## src/rtl/truth_table_sweeper.sv

```systemverilog
// Exhaustive truth-table sweeper: steps a small combinational block through every
// input vector, samples its output and scores the observed table against an expected one.
module truth_table_sweeper #(
  parameter int N_IN   = 3,
  parameter int SETTLE = 1
) (
  input  logic                 clk,
  input  logic                 rst,
  input  logic                 start,
  input  logic                 abort,
  input  logic [2**N_IN-1:0]   expected,
  output logic [N_IN-1:0]      dut_in,
  input  logic                 dut_f,
  output logic                 busy,
  output logic                 done,
  output logic [2**N_IN-1:0]   table_out,
  output logic                 pass,
  output logic [N_IN:0]        mismatch_cnt,
  output logic [N_IN-1:0]      first_fail_idx,
  output logic                 first_fail_valid
);

  localparam int NV = 2**N_IN;
  localparam logic [N_IN-1:0] LAST_VEC = N_IN'(NV - 1);
  localparam logic [3:0] SETTLE_C = 4'(SETTLE);

  typedef enum logic [1:0] {
    S_IDLE,
    S_HOLD,
    S_SAMPLE,
    S_FINISH
  } state_t;

  state_t            state_q, state_d;
  logic [3:0]        cnt_q, cnt_d;
  logic [NV-1:0]     exp_q, exp_d;
  logic [N_IN-1:0]   dut_in_q, dut_in_d;
  logic              busy_q, busy_d;
  logic              done_q, done_d;
  logic [NV-1:0]     table_q, table_d;
  logic              pass_q, pass_d;
  logic [N_IN:0]     mm_q, mm_d;
  logic [N_IN-1:0]   ffi_q, ffi_d;
  logic              ffv_q, ffv_d;

  always_comb begin
    state_d  = state_q;
    cnt_d    = cnt_q;
    exp_d    = exp_q;
    dut_in_d = dut_in_q;
    busy_d   = busy_q;
    done_d   = 1'b0;
    table_d  = table_q;
    pass_d   = pass_q;
    mm_d     = mm_q;
    ffi_d    = ffi_q;
    ffv_d    = ffv_q;

    case (state_q)
      S_IDLE: begin
        if (start) begin
          exp_d    = expected;
          table_d  = '0;
          mm_d     = '0;
          ffi_d    = '0;
          ffv_d    = 1'b0;
          pass_d   = 1'b0;
          dut_in_d = '0;
          busy_d   = 1'b1;
          cnt_d    = SETTLE_C;
          state_d  = (SETTLE > 0) ? S_HOLD : S_SAMPLE;
        end
      end
      S_HOLD: begin
        if (abort) begin
          state_d  = S_IDLE;
          busy_d   = 1'b0;
          dut_in_d = '0;
          pass_d   = 1'b0;
        end else begin
          cnt_d = cnt_q - 4'd1;
          if (cnt_q == 4'd1) state_d = S_SAMPLE;
        end
      end
      S_SAMPLE: begin
        if (abort) begin
          state_d  = S_IDLE;
          busy_d   = 1'b0;
          dut_in_d = '0;
          pass_d   = 1'b0;
        end else begin
          table_d[dut_in_q] = dut_f;
          if (dut_f != exp_q[dut_in_q]) begin
            mm_d = mm_q + 1'b1;
            if (!ffv_q) begin
              ffi_d = dut_in_q;
              ffv_d = 1'b1;
            end
          end
          // Pass is judged on the count including this final sample.
          if (dut_in_q == LAST_VEC) begin
            state_d = S_FINISH;
            done_d  = 1'b1;
            busy_d  = 1'b0;
            pass_d  = (mm_d == '0);
          end else begin
            dut_in_d = dut_in_q + 1'b1;
            cnt_d    = SETTLE_C;
            state_d  = (SETTLE > 0) ? S_HOLD : S_SAMPLE;
          end
        end
      end
      S_FINISH: begin
        dut_in_d = '0;
        state_d  = S_IDLE;
      end
      default: state_d = S_IDLE;
    endcase
  end

  always_ff @(posedge clk) begin
    if (rst) begin
      state_q  <= S_IDLE;
      cnt_q    <= '0;
      exp_q    <= '0;
      dut_in_q <= '0;
      busy_q   <= 1'b0;
      done_q   <= 1'b0;
      table_q  <= '0;
      pass_q   <= 1'b0;
      mm_q     <= '0;
      ffi_q    <= '0;
      ffv_q    <= 1'b0;
    end else begin
      state_q  <= state_d;
      cnt_q    <= cnt_d;
      exp_q    <= exp_d;
      dut_in_q <= dut_in_d;
      busy_q   <= busy_d;
      done_q   <= done_d;
      table_q  <= table_d;
      pass_q   <= pass_d;
      mm_q     <= mm_d;
      ffi_q    <= ffi_d;
      ffv_q    <= ffv_d;
    end
  end

  assign dut_in           = dut_in_q;
  assign busy             = busy_q;
  assign done             = done_q;
  assign table_out        = table_q;
  assign pass             = pass_q;
  assign mismatch_cnt     = mm_q;
  assign first_fail_idx   = ffi_q;
  assign first_fail_valid = ffv_q;

endmodule

```

## config.mk

```make
export PLATFORM = sky130hd
export DESIGN_NAME = truth_table_sweeper
export DESIGN_NICKNAME = d
export VERILOG_FILES = /design/src/rtl/truth_table_sweeper.sv
export SDC_FILE = /design/constraint.sdc
export NUM_CORES = 1
export LEC_CHECK = 0
export ABC_AREA = 0
export BUFFER_PORTS_ARGS = -buffer_cell sky130_fd_sc_hd__buf_4
export CAP_MARGIN = 20
export CORE_AREA = 2 2 62 64
export CTS_CLUSTER_DIAMETER = 150
export DETAILED_ROUTE_END_ITERATION = 12
export DIE_AREA = 0 0 64 66
export GPL_TIMING_DRIVEN = 1
export HOLD_SLACK_MARGIN = 0.06
export PLACE_DENSITY_LB_ADDON = 0.3
export SETUP_SLACK_MARGIN = 0.15
export SLEW_MARGIN = 10
export SYNTH_ARGS = -nofsm -noshare
export SYNTH_HDL_FRONTEND = slang
export SYNTH_SLANG_ARGS = --single-unit
export TNS_END_PERCENT = 50
```

## constraint.sdc

```tcl
create_clock -name clk -period 2.9 [get_ports clk]
set_input_delay 0.58 -clock clk [delete_from_list [all_inputs] [get_ports clk]]
set_output_delay 0.58 -clock clk [all_outputs]
set_load 0.02 [all_outputs]
```

# Word level (Yosys, flattened, before mapping)
# Index checks and enable logic that the tools add are counted.
# op_classes
n_reduce_logical,14
mux,47
bitwise,1
n_addsub,3
n_lt_le_gt_ge,2
n_eq_ne,16
# ops
operator,n
$mux W4,9
$mux W3,7
$mux W8,2
$pmux W8 S2,1
$ne A2 B2 Y1 const B,7
$mux W1,12
$pmux W3 S4,1
$pmux W4 S3,1
$mux W2,5
$reduce_and A5 Y1,2
$ne A3 B3 Y1 const B,3
$bwmux W8,1
$pmux W2 S4,1
$pmux W4 S2,1
$reduce_and A4 Y1,2
$pmux W1 S3,2
$pmux W3 S2,1
$reduce_and A3 Y1,2
$add A4 B1 Y4 const B,1
$eq A2 B2 Y1 const B,2
$eq A4 B1 Y1 const B,1
$logic_not A4 Y1,1
$lt A3 B4 Y1 const B,1
$reduce_and A2 Y1,2
other kinds (15),15
# totals
register_bits,36
word_cells,94
inputBits,13

# Depth between registers and ports, before layout
# depth
word_depth,10
mapped_depth,10
mapped_depth_nobuf,8

# Least setup slack after synthesis
# Ideal clock, no wire load.
# synth_timing
kind,register to register
from,reg dut_in_q[0] (netlist: dut_in[0])
to,reg pass_q (netlist: pass)
arrival_time_ns,1.998
required_time_ns,2.813
setup_slack_ns,0.815
stages_incl_launch_ff,9
synth_period_minus_slack_ns,2.085
cell_sequence,dfxtp_1 > buf_6 > mux2i_1 > o22ai_1 > or3_1 > buf_2 > and3_4 > o311a_1 > o31ai_1
# synth_between
elab_chain_len,10
# synth_rtl
item,line_no,rtl
"start, declared",37,"logic [N_IN-1:0] dut_in_q, dut_in_d;"
"start signal, assigned",138,dut_in_q <= dut_in_d;
$bmux W1 S3,93,if (dut_f != exp_q[dut_in_q]) begin
$mux W1 (implied by the code),93,
$ne A1 B1 Y1,93,
$mux W4,93,
$mux W4,86,if (abort) begin
$mux W4,59,case (state_q)
$logic_not A4 Y1,105,pass_d = (mm_d == '0);
$mux W1,101,if (dut_in_q == LAST_VEC) begin
$mux W1,86,
$pmux W1 S3,59,
"end signal, assigned",142,pass_q <= pass_d;
"end, declared",41,"logic pass_q, pass_d;"
# Several ways; a longest one is shown, not always the timed one. The select of a mux whose other input is x is not followed.
# A chain may end at the register's enable or synchronous reset.

# Final worst setup path
# Same ends and word-level chain as after synthesis.

==> impl_metrics.ini <==
[timing]
finalSetupTns_ns = 0
drv_slew = 0
skew_ns = 0.01008
slew_headroom_pct = 60.67
period_minus_slack_ns = 2.382
fmax_ghz = 0.4198
setup_viol = 0
worstMarginPinSlew_ns = 0.5892
rsz0062_at_grt = false
finalHoldViolCount = 0
finalCritPeriodShare_pct = 82.15
fin_ws_ns = 0.5177

[grt]
antenna_found_initial = 0
grt_usage_pct = 21.29
grt_pass1_vias = 1550
grt_max_degree = 42
overflow = 0
grt_pass1_wl_mm = 6.982

[yosys]
ys_seq_area_share_pct = 38.22
synth-warning-count = 0
netlist_top_cells_area = dfxtp_1 (38%), a21oi_1 (8.0%), ha_1 (6.0%)
ys_types = 41
yosys.area.top_type = dfxtp_1
synth_seq_cells = 36
synth_nets = 254
avgSynthCellArea_um2 = 8.127
syn_inst = 232
syn_area_mm2 = 0.001886
synth_top_area_share_pct = 38.22

[flow_run]
max_cap_viol_count = 0

[clock_network]
cts_resized = 0
htreeDepth = 2
clkLatencyLatePin_ns = 0.34
clock_tree.buffer_depth = 2
cts_tree = done
cts_hold_buf = 0
postCtsSetupBuffers = 0
numCtsBuffers = 5
clk_pin_slew_ns = 0.11
cts_sinks = 36
cts_root_buf = clkbuf_4

[placement]
gp_congestion = 0.8445
dp_hpwl_mm = 2.765
pre_cts_slack_ns = 0.5543
portBuffers = 34

[finish]
drive_gt1_share_pct = 17.24
final_net_count = 282
final.fill_count = 324
layout_common_cells = dfxtp_1 (36), buf_4 (34), a21oi_1 (30)
area_growth_pct = 17.25
diodes = 0
final_common_cell = dfxtp_1

[floorplanning]
ios = 35
die_h_um = 66
initial_utilization_pct = 53.10
die_x_um = 64
num_rows = 22
core_area_mm2 = 0.003551
die_area_mm2 = 0.004224

[routing]
wl_per_cell_um = 12.97
vias = 1710
routed_wl_mm = 4.007
dr.pass1.iters = 4
drc_errors = 0
initialDrtViolationCount = 111
vias_per_cell = 5.534
postRouteAntennaNets = 0

[pwr]
vdd_drop_max_v = 0.0002919
leakagePower_nw = 0.8734
power_density_mw_per_mm2 = 499.3

[setup_path]
crit_fanout = 17
r2r-end = pass
critPathCaptureType = register
worstPathArrival_ns = 2.64
critical_path_class = reg2reg
r2r_start = dut_in[0]
critPathRequiredTime_ns = 3.16
worstRegToRegCells = 6
critPathLaunchType = register
r2r_slack_ns = 0.52

[status]
outcome = finished clean

[min_path]
hp-class = reg2reg
min-delay-start = exp_q[6]
whs_endpoint = exp_q[6]
hold_depth = 2
metrics by stage:
| stage | cell area [µm²] | util, % | power, mW | hold WS (ns) | std cells |
|---|---|---|---|---|---|
| 3_5_place_dp | 2135 | 60.11 | 0.7635 | 0.4533 | 301 |
| 5_1_grt | 2211 | 62.26 | 1.174 | 0.4534 | 309 |
| 2_1_floorplan | 1886 | - | 0.7056 | 0.4357 | 232 |
| 3_3_place_gp | 2135 | 60.11 | 0.7583 | 0.4438 | 301 |
| 6_report | 2211 | 62.26 | 1.104 | 0.4670 | 309 |
| 4_1_cts | 2211 | 62.26 | 1.113 | 0.4641 | 309 |
per-layer routing:
layer | up-vias | part of all wire (%) | GRT usage (%)
met2 | 35 | 45 | 32.81
met1 | 787 | 48 | 27.44
met5 | - | 0 | 0
met3 | 5 | 5.0 | 6.474
li1 | 883 | - | -
met4 | 0 | 1.7 | 9.239
critical path: stages (launching register included):
cell,delay [ns]
dfxtp_1,0.71
mux2i_1,0.30
o22ai_1,0.10
or3_1,0.46
and3_4,0.22
o311a_1,0.28
o31ai_1,0.22
power breakdown:
part	internal, mW	leakage (nW)	switching (mW)
Sequential	0.518	0.292	0.0192
Clock	0.181	0.0422	0.168
Combinational	0.0819	0.539	0.136
area by class of cell:
cell class,count,area (µm²),share of cell area [%]
clock buffers,6,41.29,1.868
clock inverters,2,35.03,1.585
inverters,6,22.52,1.019
multi-input cells,177,1076,48.67
flip-flops and latches,36,720.7,32.60
well taps,48,60.06,2.716
repair buffers,34,255.2,11.55
Yosys cell counts, drive strengths merged:
library cell / count
and3: 3
clkbuf: 8
dfxtp: 36
a32oi: 2
or2: 2
o31ai: 2
and2: 3
a21oi: 30
o311ai: 2
buf: 5
mux2i: 9
or4: 1
nor2b: 4
or3: 3
nand2: 24
o21a: 1
ha: 9
nand3b: 8
a21boi: 1
and2b: 1
nor2: 22
o311a: 1
nand2b: 7
a31oi: 2
o22ai: 2
nand4: 2
inv: 6
nor3: 3
o211ai: 4
a211oi: 3
nand4b: 3
nor4: 1
nand3: 9
a22oi: 1
o21ai: 11
nor3b: 1
worst max path at each step:
stage	startpoint	to	slack [ns]	depth (start not counted)
CTS	dut_in[0]	pass	0.53	6
detailed placement	dut_in[0]	pass	0.55	6
global placement	dut_in[0]	pass	0.68	6
floorplan	dut_in[0]	pass	0.81	8
global route	dut_in[0]	pass	0.34	6
finish	dut_in[0]	pass	0.52	6
registers in the layout (all words and copies together), names as in the netlist, 2 cells and up:
register and flops:
exp_q 8, table_out 8, cnt_q 4, mismatch_cnt 4
dut_in 3, first_fail_idx 3, state_q 2
cell families after synthesis:
| family | after synthesis | synth area share, % |
|---|---|---|
| DFF | 36 | 38.22 |
| muxes | 9 | 4.778 |
| buffers and inverters | 19 | 4.711 |
| AOI/OAI and AO/OA | 62 | 19.38 |
| adders and majority gates | 9 | 5.972 |
| and+or+nand+nor | 97 | 26.94 |
Note: power is estimated with default switching activity, not from simulation.
